### src/rtl/alu_pkg.sv
// Shared opcodes, FSM encoding and op-class helper for the sequential ALU.
package alu_pkg;
    localparam logic [3:0] ALU_AND  = 4'b0000;
    localparam logic [3:0] ALU_OR   = 4'b0001;
    localparam logic [3:0] ALU_ADD  = 4'b0010;
    localparam logic [3:0] ALU_XOR  = 4'b0011;
    localparam logic [3:0] ALU_NOR  = 4'b0100;
    localparam logic [3:0] ALU_SUB  = 4'b0110;
    localparam logic [3:0] ALU_SLT  = 4'b0111;
    localparam logic [3:0] ALU_SLTU = 4'b1000;
    localparam logic [3:0] ALU_MUL  = 4'b1001;
    localparam logic [3:0] ALU_DIVU = 4'b1010;

    typedef enum logic {IDLE, RUN} state_t;

    function automatic logic is_multi(input logic [3:0] op);
        return (op == ALU_MUL) || (op == ALU_DIVU);
    endfunction
endpackage

### src/rtl/alu_seq_if.sv
// Operand/result handshake bundle between the EX-stage control and the ALU.
interface alu_seq_if #(parameter int WIDTH = 32);
    logic             in_valid;
    logic             in_ready;
    logic [3:0]       alu_control;
    logic [WIDTH-1:0] a;
    logic [WIDTH-1:0] b;
    logic             out_valid;
    logic [WIDTH-1:0] alu_out;
    logic [WIDTH-1:0] hi_out;
    logic             zout;
    logic             overflow;
    logic             illegal;

    modport master (output in_valid, alu_control, a, b,
                    input  in_ready, out_valid, alu_out, hi_out, zout, overflow, illegal);
    modport slave  (input  in_valid, alu_control, a, b,
                    output in_ready, out_valid, alu_out, hi_out, zout, overflow, illegal);
endinterface

### src/rtl/alu_seq_muldiv.sv
// Iterative engine: shift-add multiply (LSB first) and restoring divide (MSB first),
// one bit per cycle. hi/lo present the post-iteration value so the last step can be written directly.
module alu_seq_muldiv #(parameter int WIDTH = 32) (
    input  logic             clk,
    input  logic             reset,
    input  logic             start,
    input  logic             div,
    input  logic [WIDTH-1:0] a,
    input  logic [WIDTH-1:0] b,
    output logic             done,
    output logic [WIDTH-1:0] hi,
    output logic [WIDTH-1:0] lo
);
    localparam int CW = $clog2(WIDTH + 1);

    logic [CW-1:0]    cnt_q, cnt_d;
    logic             div_q, div_d;
    logic [WIDTH-1:0] opb_q, opb_d;
    logic [WIDTH-1:0] hi_q, hi_d;
    logic [WIDTH-1:0] lo_q, lo_d;

    logic [WIDTH:0]   mul_sum;
    logic [WIDTH:0]   shifted;
    logic [WIDTH-1:0] rem_sub;
    logic             borrow;
    logic [WIDTH-1:0] hi_step, lo_step;

    always_comb begin
        mul_sum = {1'b0, hi_q} + ({1'b0, opb_q} & {(WIDTH+1){lo_q[0]}});
        // Remainder stays below the divisor, so the trial difference always fits WIDTH bits.
        shifted = {hi_q, lo_q[WIDTH-1]};
        borrow  = shifted < {1'b0, opb_q};
        rem_sub = shifted[WIDTH-1:0] - opb_q;
        if (div_q) begin
            hi_step = borrow ? shifted[WIDTH-1:0] : rem_sub;
            lo_step = {lo_q[WIDTH-2:0], ~borrow};
        end else begin
            hi_step = mul_sum[WIDTH:1];
            lo_step = {mul_sum[0], lo_q[WIDTH-1:1]};
        end
    end

    always_comb begin
        cnt_d = cnt_q;
        div_d = div_q;
        opb_d = opb_q;
        hi_d  = hi_q;
        lo_d  = lo_q;
        if (start) begin
            cnt_d = CW'(WIDTH);
            div_d = div;
            opb_d = b;
            hi_d  = '0;
            lo_d  = a;
        end else if (cnt_q != '0) begin
            cnt_d = cnt_q - CW'(1);
            hi_d  = hi_step;
            lo_d  = lo_step;
        end
    end

    always_ff @(posedge clk or posedge reset) begin
        if (reset) begin
            cnt_q <= '0;
            div_q <= 1'b0;
            opb_q <= '0;
            hi_q  <= '0;
            lo_q  <= '0;
        end else begin
            cnt_q <= cnt_d;
            div_q <= div_d;
            opb_q <= opb_d;
            hi_q  <= hi_d;
            lo_q  <= lo_d;
        end
    end

    assign done = (cnt_q == CW'(1));
    assign hi   = hi_step;
    assign lo   = lo_step;
endmodule

### src/rtl/alu_seq.sv
// Registered EX-stage ALU: single-cycle logic/arith ops plus iterative mul/divu behind a
// valid/ready handshake. Result registers hold until the next write.
module alu_seq import alu_pkg::*; #(parameter int WIDTH = 32) (
    input  logic      clk,
    input  logic      reset,
    alu_seq_if.slave  bus
);
    state_t           state_q, state_d;
    logic             out_valid_q, out_valid_d;
    logic [WIDTH-1:0] alu_out_q, alu_out_d;
    logic [WIDTH-1:0] hi_out_q, hi_out_d;
    logic             zout_q, zout_d;
    logic             overflow_q, overflow_d;
    logic             illegal_q, illegal_d;

    logic             accept, md_start, md_done;
    logic [WIDTH-1:0] md_hi, md_lo;
    logic [WIDTH-1:0] sum, res;
    logic [WIDTH:0]   dif;
    logic             ovf_add, ovf_sub, res_ovf, res_ill;

    assign accept   = bus.in_valid && (state_q == IDLE);
    assign md_start = accept && is_multi(bus.alu_control);

    alu_seq_muldiv #(.WIDTH(WIDTH)) u_muldiv (
        .clk   (clk),
        .reset (reset),
        .start (md_start),
        .div   (bus.alu_control == ALU_DIVU),
        .a     (bus.a),
        .b     (bus.b),
        .done  (md_done),
        .hi    (md_hi),
        .lo    (md_lo)
    );

    always_comb begin
        sum     = bus.a + bus.b;
        // dif[WIDTH] is the carry out of a + ~b + 1; its inverse is the unsigned borrow.
        dif     = {1'b0, bus.a} + {1'b0, ~bus.b} + (WIDTH+1)'(1);
        ovf_add = (bus.a[WIDTH-1] == bus.b[WIDTH-1]) && (sum[WIDTH-1] != bus.a[WIDTH-1]);
        ovf_sub = (bus.a[WIDTH-1] != bus.b[WIDTH-1]) && (dif[WIDTH-1] != bus.a[WIDTH-1]);
        res     = '0;
        res_ovf = 1'b0;
        res_ill = 1'b0;
        case (bus.alu_control)
            ALU_AND:  res = bus.a & bus.b;
            ALU_OR:   res = bus.a | bus.b;
            ALU_ADD:  begin res = sum; res_ovf = ovf_add; end
            ALU_XOR:  res = bus.a ^ bus.b;
            ALU_NOR:  res = ~(bus.a | bus.b);
            ALU_SUB:  begin res = dif[WIDTH-1:0]; res_ovf = ovf_sub; end
            ALU_SLT:  res = {{(WIDTH-1){1'b0}}, dif[WIDTH-1] ^ ovf_sub};
            ALU_SLTU: res = {{(WIDTH-1){1'b0}}, ~dif[WIDTH]};
            default:  res_ill = 1'b1;
        endcase
    end

    always_comb begin
        state_d     = state_q;
        out_valid_d = 1'b0;
        alu_out_d   = alu_out_q;
        hi_out_d    = hi_out_q;
        zout_d      = zout_q;
        overflow_d  = overflow_q;
        illegal_d   = illegal_q;
        case (state_q)
            IDLE: begin
                if (md_start) begin
                    state_d = RUN;
                end else if (accept) begin
                    out_valid_d = 1'b1;
                    alu_out_d   = res;
                    zout_d      = (res == '0);
                    overflow_d  = res_ovf;
                    illegal_d   = res_ill;
                end
            end
            RUN: begin
                if (md_done) begin
                    state_d     = IDLE;
                    out_valid_d = 1'b1;
                    alu_out_d   = md_lo;
                    hi_out_d    = md_hi;
                    zout_d      = (md_lo == '0);
                    overflow_d  = 1'b0;
                    illegal_d   = 1'b0;
                end
            end
            default: state_d = IDLE;
        endcase
    end

    always_ff @(posedge clk or posedge reset) begin
        if (reset) begin
            state_q     <= IDLE;
            out_valid_q <= 1'b0;
            alu_out_q   <= '0;
            hi_out_q    <= '0;
            zout_q      <= 1'b1;
            overflow_q  <= 1'b0;
            illegal_q   <= 1'b0;
        end else begin
            state_q     <= state_d;
            out_valid_q <= out_valid_d;
            alu_out_q   <= alu_out_d;
            hi_out_q    <= hi_out_d;
            zout_q      <= zout_d;
            overflow_q  <= overflow_d;
            illegal_q   <= illegal_d;
        end
    end

    assign bus.in_ready  = (state_q == IDLE);
    assign bus.out_valid = out_valid_q;
    assign bus.alu_out   = alu_out_q;
    assign bus.hi_out    = hi_out_q;
    assign bus.zout      = zout_q;
    assign bus.overflow  = overflow_q;
    assign bus.illegal   = illegal_q;
endmodule

### src/flat_wrapper.sv
// flat-port wrapper written by rule: the top's interface ports become plain ports
module alu_seq_flat import alu_pkg::*;
#(parameter int WIDTH = 32)
  (clk, reset, bus_in_valid, bus_alu_control, bus_a, bus_b, bus_in_ready, bus_out_valid, bus_alu_out, bus_hi_out, bus_zout, bus_overflow, bus_illegal);
  alu_seq_if #(.WIDTH(WIDTH)) bus_i ();
  input  logic clk;
  input  logic reset;
  input wire logic [$bits(bus_i.in_valid)-1:0] bus_in_valid;
  input wire logic [$bits(bus_i.alu_control)-1:0] bus_alu_control;
  input wire logic [$bits(bus_i.a)-1:0] bus_a;
  input wire logic [$bits(bus_i.b)-1:0] bus_b;
  output wire logic [$bits(bus_i.in_ready)-1:0] bus_in_ready;
  output wire logic [$bits(bus_i.out_valid)-1:0] bus_out_valid;
  output wire logic [$bits(bus_i.alu_out)-1:0] bus_alu_out;
  output wire logic [$bits(bus_i.hi_out)-1:0] bus_hi_out;
  output wire logic [$bits(bus_i.zout)-1:0] bus_zout;
  output wire logic [$bits(bus_i.overflow)-1:0] bus_overflow;
  output wire logic [$bits(bus_i.illegal)-1:0] bus_illegal;
  assign bus_i.in_valid = bus_in_valid;
  assign bus_i.alu_control = bus_alu_control;
  assign bus_i.a = bus_a;
  assign bus_i.b = bus_b;
  assign bus_in_ready = bus_i.in_ready;
  assign bus_out_valid = bus_i.out_valid;
  assign bus_alu_out = bus_i.alu_out;
  assign bus_hi_out = bus_i.hi_out;
  assign bus_zout = bus_i.zout;
  assign bus_overflow = bus_i.overflow;
  assign bus_illegal = bus_i.illegal;
  alu_seq #(.WIDTH(WIDTH)) u_core (.clk(clk), .reset(reset), .bus(bus_i));
endmodule
### config.mk
export PLATFORM = sky130hd
export DESIGN_NAME = alu_seq_flat
export DESIGN_NICKNAME = d
export VERILOG_FILES = /design/src/rtl/alu_pkg.sv /design/src/rtl/alu_seq_if.sv /design/src/rtl/alu_seq_muldiv.sv /design/src/rtl/alu_seq.sv /design/src/flat_wrapper.sv
export SDC_FILE = /design/constraint.sdc
export NUM_CORES = 1
export LEC_CHECK = 0
export BUFFER_PORTS_ARGS = -buffer_cell sky130_fd_sc_hd__buf_2
export CAP_MARGIN = 30
export CORE_MARGIN = 2
export CORE_UTILIZATION = 35
export DETAILED_ROUTE_END_ITERATION = 8
export GPL_TIMING_DRIVEN = 0
export PLACE_DENSITY_LB_ADDON = 0.15
export SLEW_MARGIN = 20
export SYNTH_ARGS = -nofsm -noshare
export SYNTH_HDL_FRONTEND = slang
export SYNTH_SLANG_ARGS = --single-unit
### constraint.sdc
create_clock -name clk -period 10.22 [get_ports clk]
set_input_delay 0.511 -clock clk [delete_from_list [all_inputs] [get_ports clk]]
set_output_delay 0.511 -clock clk [all_outputs]
set_load 0.005 [all_outputs]
-- Yosys cells after proc, flatten, opt, wreduce, memory -nomap -nowiden
Index checks and enable logic that the tools add are counted.
- add/sub/neg operators: 6
- equal/unequal tests: 17
- bitwise operators: 10
- reductions and logical operators: 13
- magnitude comparators: 1
- multiplexer cells: 34
- operators with widths (cell ; number):
    32-bit 2-to-1 mux ; 10
    32-bit case mux with 8 select lines ; 1
    32-bit logical NOT ; 2
    32-bit inverter ; 2
    32-bit case mux with 2 select lines ; 1
    32-bit by 32-bit adder with 33-bit output ; 1
    32-bit by 33-bit adder with 33-bit output ; 1
    33-bit by 1-bit adder with 33-bit output, second input constant ; 1
    32-bit by 33-bit bitwise AND with 33-bit output ; 1
    33-bit by 32-bit less-than comparator with 1-bit output ; 1
    32-bit adder ; 1
    32-bit bitwise AND ; 1
    32-bit bitwise OR ; 1
    32-bit subtractor ; 1
    32-bit bitwise XOR ; 1
    1-bit 2-to-1 mux ; 14
    4-bit by 3-bit == test with 1-bit output, second input constant ; 3
    4-bit == test, second input constant ; 3
    6-bit 2-to-1 mux ; 2
    1-bit case mux with 2 select lines ; 6
    4-bit by 2-bit == test with 1-bit output, second input constant ; 2
    8-bit OR reduction ; 1
    6-bit by 1-bit == test with 1-bit output, second input constant ; 1
    6-bit nonzero test ; 1
    14 further kinds ; 22
- logic and storage cells: 93
- bits of input ports: 71
- register bits: 172

-- Longest topological paths before layout
Gate-level depths: netlist of the first run.
- depth after elaboration: 11
- depth in mapped cells: 21

-- Hierarchy
Synthesis of the first run repeated with hierarchy kept, for this count alone.
- cells, all modules: 2251
- area, all modules: 17704.5 µm²
- by module, submodules not included (module ; instances ; cells each ; sequential area each (µm²) ; area each (µm²)):
    alu_seq_muldiv ; 1 ; 1101 ; 2577.5 ; 8904.8
    alu_seq ; 1 ; 1150 ; 1727.9 ; 8799.7

-- Worst setup path before layout of the first run
No wires, ideal clock.
- path type: input -> register
- start point: in bus_b[12]
- end point: reg u_core.zout_q (netlist: u_core.bus.zout)
- setup slack: 5.699 ns
- arrival time: 4.435 ns
- stages: 20
- buffers on the path: 1
- path through: inv_1 ha_1 clkbuf_1 inv_1 a221o_1 a211o_1 a211oi_1 nor2_1 a2111oi_1 nor2_1 nor2_1 o21bai_1 fa_1 a22oi_1 o21ai_0 a21oi_1 o221ai_1 nor4_1 nand4b_1 o31ai_2
- longest elaborated chain between the ends: 11
- elaborated cells on any way between the ends: 17
- RTL lines (item ; line ; RTL):
    from (decl) ; flat_wrapper.sv:11 ; input wire logic [$bits(bus_i.b)-1:0] bus_b;
    32-bit inverter ; alu_seq.sv:40 ; dif = {1'b0, bus.a} + {1'b0, ~bus.b} + (WIDTH+1)'(1);
    32-bit by 32-bit adder with 33-bit output ; alu_seq.sv:40 ;
    33-bit by 1-bit adder with 33-bit output ; alu_seq.sv:40 ;
    1-bit inequality test ; alu_seq.sv:42 ; ovf_sub = (bus.a[WIDTH-1] != bus.b[WIDTH-1]) && (dif[WIDTH-1] != bus.a[WIDTH-1]);
    1-bit logical AND ; alu_seq.sv:42 ;
    1-bit bitwise XOR ; alu_seq.sv:53 ; ALU_SLT: res = {{(WIDTH-1){1'b0}}, dif[WIDTH-1] ^ ovf_sub};
    32-bit case mux with 8 select lines * ; alu_seq.sv:46 ; case (bus.alu_control)
    32-bit logical NOT * ; alu_seq.sv:74 ; zout_d = (res == '0);
    1-bit 2-to-1 mux * ; alu_seq.sv:71 ; end else if (accept) begin
    1-bit 2-to-1 mux * ; alu_seq.sv:69 ; if (md_start) begin
    1-bit case mux with 2 select lines * ; alu_seq.sv:67 ; case (state_q)
    to (signal assigned) ; alu_seq.sv:108 ; zout_q <= zout_d;
    to (decl) ; alu_seq.sv:12 ; logic zout_q, zout_d;
Every way passes the cells marked *; elsewhere a longest branch is shown, timed or not. The select of a mux whose other input is x is not followed.
A chain may end at the register's enable or synchronous reset.

-- Worst setup path after layout of the first run
- start point: in bus_b[1]
- end point: reg u_core.zout_q (netlist: u_core.bus.zout)
The elaborated chain is that of the path after synthesis.

==> summary.txt, run 1 <==
Clock tree
  • Clock Root Buffer: clkbuf_16
  • Clock buffer depth: 2
  • H-tree lvl count: 4
  • Clock Sinks: ~170
  • Setup Buffers After CTS: 0
  • Total CTS buffers: 17
  • Post-CTS Hold Buffers: 0
  • CTS clk-pin slew, worst paths: around 70 ps
  • CTS tree: yes
  • Clock Latency Late Sink: 460 ps
  • Post-CTS sizing: 0

Cells and area
  • Share of cells above drive strength 1: 0.0946
  • Area growth, synth to finish: 12.7%
  • Number of diodes: 0
  • Nets@finish: between 2000 and 3000
  • Final core utilization: 0.401

Timing
  • Post-route setup TNS: 0 ps
  • RSZ-0062 raised after global routing: false
  • Endpoints failing setup: 0
  • Fmax: approximately 0.18 GHz
  • Clock skew: 14.9 ps
  • Max Slew Vio Count: 0
  • Least-Margin Pin Slew: approximately 970 ps
  • Final hold vios: 0
  • Final cycle utilization of the critical path: 0.557
  • Relative slew slack: 0.356
  • Final Critical Period: around 5700 ps

Yosys
  • Simple-gate share of the synthesized area: 0.217
  • Sequential share of the synthesized area: 0.246
  • Synth area leader: dfrtp_1
  • Syn Nets: approximately 2600
  • Largest family of logic cells by synthesized area: compound AO/OA/AOI/OAI gates
  • Post-synth cell types: slightly above 90
  • Synth area leaders: dfrtp_1 24%, ha_1 12%, nand2_1 6.7%, a21oi_1 5.2%, o21ai_0 4.9%
  • Post-Synth Adder-Cell Area: 0.128
  • Synth Flop Type: dfrtp_1
  • Top cell type's share of synthesized area: 0.245
  • Ys async rst share: 1.00
  • Count leader, synth: nand2_1
  • Synth Area per Inst: around 7.5 um^2
  • Post-synthesis compound-gate area fraction: 0.281
  • #FFs+latches synth: about 170
  • Mapped Cells: roughly 2300
  • Top cells by count, synth: 312 x nand2_1, 202 x nor2_1, 183 x a21oi_1
  • Synth Warn #: 0
  • Post-synth EDFFs: 0
  • XOR/XNOR share of the synthesized area: 0.0301
  • Mapped Area: about 17000 um^2
  • Post-synthesis mux area share: 0.0327

Die
  • Site Rows: 81
  • Die W: 228 um
  • Core area: roughly 50000 um^2
  • Die Area: about 52000 um^2
  • Die Y-Extent: around 230 um
  • Initial Utilization: 0.356
  • I/O Pins: 140

Critical path
  • WP data required: between 10000 and 15000 ps
  • Worst Setup Start Kind: primary input
  • CP arrival: roughly 6000 ps
  • Critical path class: primary input to flop
  • Max FO, Critical Path: 5
  • Crit end category: flop

Pwr
  • P per Cell Area: between 300 and 400 nW/um^2
  • Pleak: between 8 and 9 nW
  • Max VDD drop: 0.157 mV

Placement
  • HPWL after DPL: ~60 mm
  • Gpl congestion: approximately 0.94
  • Port bufs: approximately 140

GRT
  • First-pass GRT wire length: between 100 and 150 mm
  • GR Util All Layers: 0.287
  • Largest net degree at the start of global routing: between 90 and 100
  • GRT overflow: 0
  • Initial antenna violation count: 1
  • Vias in the first global route: 17800

Route
  • Routed len/inst: roughly 24 um
  • Vias: 18500
  • Routed wire length: 74.9 mm
  • Avg Vias per Cell: just under 6
  • First-pass DRT Iterations: 8
  • 1st-iter DRT viols: roughly 1500
  • DRT antenna net count: 0
  • DRC Markers: 0

Hold path
  • Hold crit path type: primary input to asynchronous set/reset pin

Run status
  • Status: complete, no violations

Job
  • Max-capacitance violation count: 0
metrics by stage:
step,setup slack [ps],std cells,hold slack [ps],power [mW],instance area (um^2)
floorplan,5050,2319,463,4.36,17500
global placement,2660,3121,449,5.66,19000
detailed placement,4240,3126,458,5.69,19100
CTS,4710,3157,152,6.43,19700
global route,4220,3158,179,7.03,19700
finish,4530,3158,144,6.47,19700
final cells by class:
| type | instances | area [um^2] |
|---|---|---|
| timing repair buffer | 144 | 754 |
| multi-input combinational | 1856 | 12100 |
| tap | 664 | 831 |
| inverter | 152 | 578 |
| sequential | 172 | 4310 |
| clock buffer | 19 | 433 |
| fill | 5196 | 29500 |
| clock inverter | 12 | 184 |
| buffer | 139 | 557 |
cells by family after synthesis:
kind of cell / count (synthesis)
flip-flops: 172
buffers and inverters: 291
multiplexers: 56
XOR/XNOR: 60
AO/OA/AOI/OAI: 752
AND/OR/NAND/NOR: 812
adder cells (fa/ha/maj): 176
final timing paths:
| path | start | to | slack (ps) | cells past startpoint |
|---|---|---|---|---|
| min reg2reg | u_core.bus.hi_out[31]$_DFFE_PP0P_ | u_core.bus.hi_out[31]$_DFFE_PP0P_ | 470 | 2 |
| min | reset | u_core.bus.hi_out[3]$_DFFE_PP0P_ | 140 | 2 |
| max in group asynchronous | reset | u_core.u_muldiv.opb_q[29]$_DFFE_PP0P_ | 9170 | 3 |
| min in group clk | bus_b[3] | u_core.u_muldiv.opb_q[3]$_DFFE_PP0P_ | 330 | 3 |
| max reg2reg | u_core.u_muldiv.hi_q[11]$_DFFE_PP0P_ | u_core.u_muldiv.hi_q[31]$_DFFE_PP0P_ | 5370 | 14 |
| max | bus_b[1] | u_core.bus.zout$_DFFE_PP1P_ | 4530 | 21 |
where the power goes:
group	leakage, nW	total [mW]	switching (mW)	internal, mW
sequential	2.03	1.37	0.331	1.03
combinational	6.52	4.38	2.67	1.71
clock	0.301	0.725	0.312	0.412
total	8.85	6.47	3.32	3.15
placed cells by master (no fill, tap or decap), drive strengths merged, types with 37 or more instances in the layout:
master,instances
mux2i,47
a21oi,183
o21ai,189
buf,168
and2,44
inv,157
clkbuf,134
nand2,312
xnor2,40
dfrtp,171
nor3,44
a21o,40
nand3,37
o211ai,57
a211oi,37
nor2,202
ha,171
flip-flops by register name, indices dropped and copies added, names as in the netlist:
| register | count |
|---|---|
| u_core.u_muldiv.opb_q | 32 |
| u_core.bus.alu_out | 32 |
| u_core.bus.overflow | 1 |
| u_core.u_muldiv.cnt_q | 6 |
| u_core.bus.illegal | 1 |
| u_core.bus.zout | 1 |
| u_core.u_muldiv.hi_q | 32 |
| u_core.u_muldiv.div_q | 1 |
| u_core.bus.out_valid | 1 |
| u_core.u_muldiv.lo_q | 32 |
| u_core.bus.hi_out | 32 |
| u_core.state_q | 1 |
layer usage:
layer,global-route usage,up-vias,routed length (um)
li1,-,8665,-
met1,0.370,8943,32300
met2,0.485,729,35000
met3,0.0444,145,4900
met4,0.107,2,2670
met5,0,-,18
worst max-delay path, stage by stage:
cell       delay, ps
buf_2            180
inv_1            120
ha_1             340
o21bai_1         120
o211ai_1         450
a311oi_1         250
a211o_1          420
a211oi_1         640
nor2_1           120
a2111oi_1        660
nor2_1            80
nor2_1           130
o21bai_1         120
fa_1             500
a22oi_1          170
o21ai_0          110
a21oi_1          190
o221ai_1         200
nor4_1           310
nand4b_1         160
o31ai_2          250
(Power assumes the default switching activity.)
==> inputs of run 2 (changes only) <==
--- a/config.mk
+++ b/config.mk
@@ -5,6 +5,7 @@
 export SDC_FILE = /design/constraint.sdc
 export NUM_CORES = 1
 export LEC_CHECK = 0
+export ABC_AREA = 1
 export BUFFER_PORTS_ARGS = -buffer_cell sky130_fd_sc_hd__buf_2
 export CAP_MARGIN = 30
 export CORE_MARGIN = 2
==> constraint.sdc (replaced) <==
create_clock -name clk -period 4.7 [get_ports clk]
set_input_delay 0.235 -clock clk [delete_from_list [all_inputs] [get_ports clk]]
set_output_delay 0.235 -clock clk [all_outputs]
set_load 0.005 [all_outputs]
==> run 2 against run 1 <==
  * Critical path depth down 3
  * Die area rose by 5.7%
  * Clock-buffer cell count fell by 2
  * Combinational power increased by 86%
  * Worst hold slack lost 110 ps
  * Highest routed layer is now met4
==> summary.txt, run 2 <==
GRT
  • Largest net degree at the start of global routing: 32 (-67%)
  • GR Util All Layers: 0.297 (+0.00963)
  • Vias in the first global route: 20000 (+12%)
  • Initial antenna violation count: 0 (-1)
  • First-pass GRT wire length: 121 mm (+9.3%)
  • GRT overflow: 0 (unchanged)

Cells and area
  • Non-filler cells, final: 3895 (+23%)
  • Nets@finish: 3441 (+26%)
  • Commonest non-fill, non-tap cells in the layout: 912 x nand2_1, 479 x inv_1, 254 x nor2_1
  • Area growth, synth to finish: 12.4%
  • Number of diodes: 0 (unchanged)
  • Share of cells above drive strength 1: 0.0820 (-0.0126)
  • Most common cell after layout, fill and taps aside: nand2_1

Timing
  • Final hold vios: 0 (unchanged)
  • Relative slew slack: 0.353 (-0.00317)
  • Fmax: approximately 0.27 GHz
  • RSZ-0062 raised after global routing: false
  • Max Slew Vio Count: 0 (unchanged)
  • Least-Margin Pin Slew: 968 ps (+1.18 ps)
  • Final Critical Period: 3750 ps
  • Post-route setup TNS: 0 ps (unchanged)
  • Endpoints failing setup: 0 (unchanged)
  • Clock skew: 13.8 ps (-1.12 ps)
  • Final cycle utilization of the critical path: 0.799

Die
  • Die Area: 54700 um^2 (+5.7%)
  • Die W: 234 um (+2.8%)
  • Site Rows: 84 (+3.7%)
  • Initial Utilization: 0.353 (-0.00300)
  • Core area: 52400 um^2 (+6.7%)
  • I/O Pins: 140 (unchanged)
  • Die Y-Extent: 234 um (+2.8%)

Clock tree
  • Post-CTS sizing: 0 (unchanged)
  • Clock Latency Late Sink: 470 ps (about the same)
  • Clock Root Buffer: clkbuf_16
  • CTS tree: yes
  • H-tree lvl count: 4 (unchanged)
  • Clock Sinks: 172 (unchanged)
  • Total CTS buffers: 17 (unchanged)
  • Setup Buffers After CTS: 0 (unchanged)
  • Clock buffer depth: 2 (unchanged)
  • CTS clk-pin slew, worst paths: 80 ps (about the same)

Route
  • Routed wire length: 81.9 mm (+9.3%)
  • DRC Markers: 0 (unchanged)
  • Routed len/inst: 21.0 um (-11%)
  • Avg Vias per Cell: 5.31 (-9.2%)
  • DRT antenna net count: 0 (unchanged)
  • 1st-iter DRT viols: 1611 (+9.2%)
  • First-pass DRT Iterations: 6 (-2)
  • Vias: 20700 (+12%)

Pwr
  • Flop pwr share: 0.216 (+0.005)
  • Switch Pwr: 6.79 mW (+100%)
  • Combinational power share: 0.663 (-0.014)
  • Sw Share: 0.552 (+0.0396)
  • Overall Power: 12.3 mW (+90%)
  • P per Cell Area: 591 nW/um^2 (+80%)
  • Fraction of power consumed by the clock network: 0.121 (+0.009)
  • Pleak: 11.3 nW (+28%)
  • Internal power: 5.50 mW (+74%)
  • Max VDD drop: 0.300 mV (+91%)

Placement
  • HPWL after DPL: 68.5 mm (+14%)
  • Port bufs: 139 (+0.72%)
  • Placed cell count: 3862 (+24%)
  • Gpl congestion: 1.08 (+15%)

Yosys
  • Synth Warn #: 0 (unchanged)
  • Ys async rst share: 1.00 (unchanged)
  • Mapped Cells: 3029 (+31%)
  • Top cell type's share of synthesized area: 0.231 (-0.0134)
  • Syn Nets: 3276 (+28%)
  • Post-synth cell types: 50 (-46%)
  • Count leader, synth: nand2_1
  • Synth area leaders: dfrtp_1 23%, nand2_1 19%, ha_1 12%, inv_1 9.7%, o21ai_0 6.1%
  • Synth area leader: dfrtp_1
  • Synth Flop Type: dfrtp_1
  • Synth Area per Inst: 6.11 um^2 (-19%)
  • Mapped Area: 18500 um^2 (+5.8%)
  • #FFs+latches synth: 172 (unchanged)
  • Sequential share of the synthesized area: 0.233 (-0.0135)
  • Post-synth EDFFs: 0 (unchanged)
  • Top cells by count, synth: 912 x nand2_1, 480 x inv_1, 254 x nor2_1

Critical path
  • CP arrival: 4150 ps (-1920 ps)
  • Max FO, Critical Path: 10 (+5)
  • Critical path class: flop to flop
  • Worst Setup Start Kind: flop
  • Crit end category: flop
  • WP data required: 5100 ps (-5490 ps)

Hold path
  • Hold crit path type: primary input to flop

Job
  • Max-capacitance violation count: 0 (unchanged)

Run status
  • Status: complete, no violations
[run 2: changes by cell type after synthesis, moves of 23 or more]
cell / previous run / this run
o21ai_0: 171 / 225
inv_1: 146 / 480
xnor2_1: 40 / 9
nor2_1: 202 / 254
a21o_1: 40 / 6
o211ai_1: 57 / 25
clkbuf_1: 115 / 49
and2_1: 42 / 3
mux2i_1: 47 / 4
nand2b_1: 32 / 0
nand2_1: 312 / 912
nand3_1: 36 / 210
nor2b_1: 23 / 0
a211oi_1: 37 / 9
[run 2: per-stage QoR]
| step | hold slack [ps] | util | cell area [um^2] | worst slack, ps |
|---|---|---|---|---|
| after global placement | 461 | 0.382 | 20100 | 648 |
| after CTS | 15.7 | 0.396 | 20800 | 978 |
| after floorplan | 356 | - | 18500 | 1750 |
| after detailed placement | 198 | 0.385 | 20200 | 644 |
| after global routing | 48.4 | 0.396 | 20800 | 607 |
| final | 30.6 | 0.396 | 20800 | 947 |
[run 2: cells by family (layout without fill, tap and decap cells)]
kind of cell | count (synthesis) | after routing | share of synthesized area
DFF | 172 | 172 | 0.233
and+or+nand+nor | 1480 | 1480 | 0.327
xor gates and xnor gates | 34 | 34 | 0.0161
buffers and inverters | 601 | 779 | 0.126
AOI/OAI and AO/OA | 562 | 562 | 0.175
adders and majority gates | 176 | 176 | 0.121
muxes | 4 | 4 | 0.00216
[run 2: timing repair]
action / in CTS / in global routing
hold buffers: 1 / 0
endpoints found under the hold margin: 60 / 0
endpoints found under the setup margin: 0 / 0
[run 2: path summary, 6_finish.rpt]
check | startpoint | depth (start not counted) | endpoint | slack (ps)
max in group asynchronous | reset | 7 | u_core.u_muldiv.opb_q[3]$_DFFE_PP0P_ | 3320
min reg2reg | u_core.bus.hi_out[16]$_DFFE_PP0P_ | 2 | u_core.bus.hi_out[16]$_DFFE_PP0P_ | 480
min | bus_b[28] | 3 | u_core.u_muldiv.opb_q[28]$_DFFE_PP0P_ | 30
max reg2reg | u_core.u_muldiv.lo_q[0]$_DFFE_PP0P_ | 18 | u_core.bus.hi_out[19]$_DFFE_PP0P_ | 950
min in group asynchronous | reset | 3 | u_core.bus.alu_out[22]$_DFFE_PP0P_ | 250
max | u_core.u_muldiv.lo_q[0]$_DFFE_PP0P_ | 18 | u_core.bus.hi_out[19]$_DFFE_PP0P_ | 950
[run 2: routing by layer]
metal	share of wire	vias to the layer above	GRT usage
met5	0	-	0
met4	0.046	0	0.129
met3	0.051	158	0.0249
met2	0.49	712	0.525
met1	0.42	9730	0.368
li1	-	10100	-
[run 2: final cells by class]
| type | count | area (um^2) |
|---|---|---|
| Multi-Input combinational cell | 2256 | 11900 |
| Inverter | 499 | 1880 |
| Clock buffer | 17 | 425 |
| Buffer | 102 | 460 |
| Sequential cell | 172 | 4310 |
| Clock inverter | 15 | 175 |
| Timing Repair Buffer | 146 | 826 |
| Tap cell | 688 | 861 |
| Fill cell | 5703 | 31700 |
[run 2: power by group through the flow]
stage	clock [mW]	combinational [mW]	sequential [mW]
floorplan	0	5.56	2.44
global placement	0	7.94	2.65
detailed placement	0	8.02	2.66
CTS	1.50	8.06	2.64
global route	1.56	9.10	2.71
finish	1.49	8.15	2.66
[run 2: critical path, stage by stage, from the launching register on]
cell and delay (ps):
dfrtp_1 320, clkbuf_1 500, clkbuf_1 440, nand2_1 100, inv_1 60, ha_1 260, nand3_1 100, nand3_1 110
nand3_1 90, nand3_1 200, nand2_1 110, nand2_1 150, a21oi_1 330, nor2_1 120, o21ai_0 160, inv_1 50
o21ai_0 320, nand3_1 150, nand2_1 80
==> inputs of run 3 (changes only) <==
==> constraint.sdc (replaced) <==
create_clock -name clk -period 3.1 [get_ports clk]
set_input_delay 0.155 -clock clk [delete_from_list [all_inputs] [get_ports clk]]
set_output_delay 0.155 -clock clk [all_outputs]
set_load 0.005 [all_outputs]
==> run 3 against run 2 <==
  * The run now ends with negative setup slack left
  * Final cell count increased by 0.87%
  * Clock skew increased by 0.53 ps
  * Non-clock buffer count increased by 34
  * Sequential share of layout area decreased by 0.72 points
  * Wire length increased by 0.87%
  * Clock power increased by 52%
  * Register-to-register slack got worse by 790 ps
  * Sequential power increased by 53%
  * Clock-buffer cell count unchanged
  * Critical path depth increased by 2
==> summary.txt, run 3 (synthesis results as in run 2) <==
Cells and area
  • Final core utilization: 0.411 (+0.0144)
  • Nets@finish: 3475 (+0.99%)
  • Commonest non-fill, non-tap cells in the layout: 899 x nand2_1, 449 x inv_1, 237 x nor2_1
  • Area growth, synth to finish: 16.5%
  • Share of cells above drive strength 1: 0.121 (+0.0389)
  • Number of diodes: 0 (unchanged)
  • Most common cell after layout, fill and taps aside: nand2_1
  • Non-filler cells, final: 3929 (+0.87%)
  • Final instance area: 21500 um^2 (+3.6%)

Placement
  • Gpl congestion: 1.08 (unchanged)
  • Placed Area: 20200 um^2 (unchanged)
  • Placed cell count: 3862 (unchanged)
  • HPWL after DPL: 68.5 mm (unchanged)
  • Port bufs: 139 (unchanged)

Clock tree
  • Clock Latency Late Sink: 470 ps (about the same)
  • CTS tree: yes
  • Clock Sinks: 172 (unchanged)
  • CTS clk-pin slew, worst paths: 80 ps (about the same)
  • Clock buffer depth: 2 (unchanged)
  • Clock Root Buffer: clkbuf_16
  • H-tree lvl count: 4 (unchanged)
  • Total CTS buffers: 17 (unchanged)

Die
  • Die W: 234 um (unchanged)
  • Site Rows: 84 (unchanged)
  • Die Area: 54700 um^2 (unchanged)
  • I/O Pins: 140 (unchanged)
  • Die Y-Extent: 234 um (unchanged)
  • Core area: 52400 um^2 (unchanged)
  • Initial Utilization: 0.353 (unchanged)

Pwr
  • Fraction of power consumed by the clock network: 0.118 (-0.003)
  • Switch Pwr: 10.5 mW (+55%)
  • Max VDD drop: 0.455 mV (+52%)
  • Sw Share: 0.550 (-0.00187)
  • Pleak: 11.5 nW (+2.1%)
  • Internal power: 8.57 mW (+56%)
  • Overall Power: 19.1 mW (+55%)
  • P per Cell Area: 885 nW/um^2 (+50%)
  • Flop pwr share: 0.213 (-0.003)
  • Combinational power share: 0.669 (+0.006)

Critical path
  • Critical path class: primary input to flop
  • WP data required: 3510 ps (-1590 ps)
  • Worst Setup Start Kind: primary input
  • R2R depth: 14 (-4)
  • Max FO, Critical Path: 9 (-1)
  • Crit end category: flop
  • CP arrival: 3540 ps (-610 ps)

Route
  • 1st-iter DRT viols: 1568 (-2.7%)
  • Routed len/inst: 21.0 um (about the same)
  • Avg Vias per Cell: 5.31 (-0.12%)
  • Vias: 20800 (+0.75%)
  • DRT antenna net count: 0 (unchanged)
  • DRC Markers: 0 (unchanged)
  • Routed wire length: 82.6 mm (+0.87%)
  • First-pass DRT Iterations: 5 (-1)

Hold path
  • Cells on Worst Hold Path: 3 (unchanged)
  • Hold crit path type: primary input to flop

Run status
  • Status: finished with violations
  • Violated checks: negative setup slack

GRT
  • First-pass GRT wire length: 122 mm (+0.62%)
  • Vias in the first global route: 20200 (+0.93%)
  • Initial antenna violation count: 0 (unchanged)
  • Largest net degree at the start of global routing: 32 (unchanged)
  • GR Util All Layers: 0.299 (+0.00179)
  • GRT overflow: 0 (unchanged)

Timing
  • Final cycle utilization of the critical path: 1.01
  • Max Slew Vio Count: 0 (unchanged)
  • Endpoints failing setup: 1 (+1)
  • Fmax: ~0.32 GHz
  • Final Critical Period: around 3100 ps
  • Clock skew: 14.3 ps (+0.532 ps)
  • RSZ-0062 raised after global routing: true
  • Final WS setup: -26.0 ps (-973 ps)
  • Relative slew slack: 0.397 (+0.0446)
  • WHS: 11.4 ps (-19.2 ps)
  • Final hold vios: 0 (unchanged)
  • Least-Margin Pin Slew: 904 ps (-63.3 ps)

Job
  • Max-capacitance violation count: 0 (unchanged)
==> run 3: cell count changes in the layout (fill, tap and decap cells not counted), moves of 13 or more <==
cell,delta
o21ai_0,-13
buf_2,-27
buf_4,+40
inv_1,-30
dlygate4sd3_1,+13
inv_2,+24
nor2_1,-17
nand2_1,-13
==> run 3: critical path: stages <==
cell and delay [ps]:
buf_2 120, inv_1 120, ha_1 300, buf_4 210, clkinvlp_4 140, a21oi_2 170, o21bai_2 100, a21oi_2 190
nand3_4 130, nand4_1 90, o211ai_1 180, fa_1 510, a22o_1 230, a211oi_1 190, nand2_1 130, nor2_2 150
nand4_1 100, nor2_1 110, nand2_1 70, a21oi_2 110
==> run 3: power by group through the flow <==
stage          combinational (mW)  sequential, mW  clock, mW
6_report                     12.8            4.06       2.26
2_1_floorplan                8.42            3.70          0
5_1_grt                      14.2            4.14       2.37
3_5_place_dp                 12.2            4.03          0
4_1_cts                      12.3            4.03       2.28
3_3_place_gp                 12.0            4.02          0
==> run 3: final timing paths <==
kind                                                     startpoint  slack, ps                              endpoint
max in group asynchronous                                     reset       1800  u_core.u_muldiv.cnt_q[4]$_DFFE_PP0P_
worst max register to register  u_core.u_muldiv.lo_q[0]$_DFFE_PP0P_        160     u_core.bus.hi_out[27]$_DFFE_PP0P_
min in group asynchronous                                     reset        170    u_core.bus.alu_out[22]$_DFFE_PP0P_
worst min register to register    u_core.bus.hi_out[18]$_DFFE_PP0P_        480     u_core.bus.hi_out[18]$_DFFE_PP0P_
worst min-delay path                                       bus_b[4]         10  u_core.u_muldiv.opb_q[4]$_DFFE_PP0P_
worst max-delay path                                      bus_a[24]        -30           u_core.bus.zout$_DFFE_PP1P_
==> run 3: per-layer routing <==
layer / track usage / share of wire
met1: 0.369 / 0.42
met4: 0.127 / 0.046
met2: 0.531 / 0.49
met5: 0 / 0
met3: 0.0248 / 0.048
==> run 3: layout make-up <==
class                   count  area (um^2)
flip-flops and latches    172         4310
clock inverters            15          175
fillers                  5671        30900
multi-input cells        2256        12200
clock buffers              17          425
well taps                 688          861
repair buffers            181         1150
plain buffers             101          510
inverters                 499         1900
==> run 3: through the flow <==
stage	worst slack (ps)	setup TNS [ps]
floorplan	230	0
global placement	-872	-105330
detailed placement	-876	-16180
CTS	2.67	0
global route	-118	-118
finish	-26.0	-26.0
==> run 3: what timing repair did <==
action	CTS	global route
endpoints found under the setup margin	51	46
hold buffers	14	0
pin swaps	4	13
gates cloned	0	0
buffers inserted	11	11
gates resized for setup	61	124
endpoints found under the hold margin	73	0
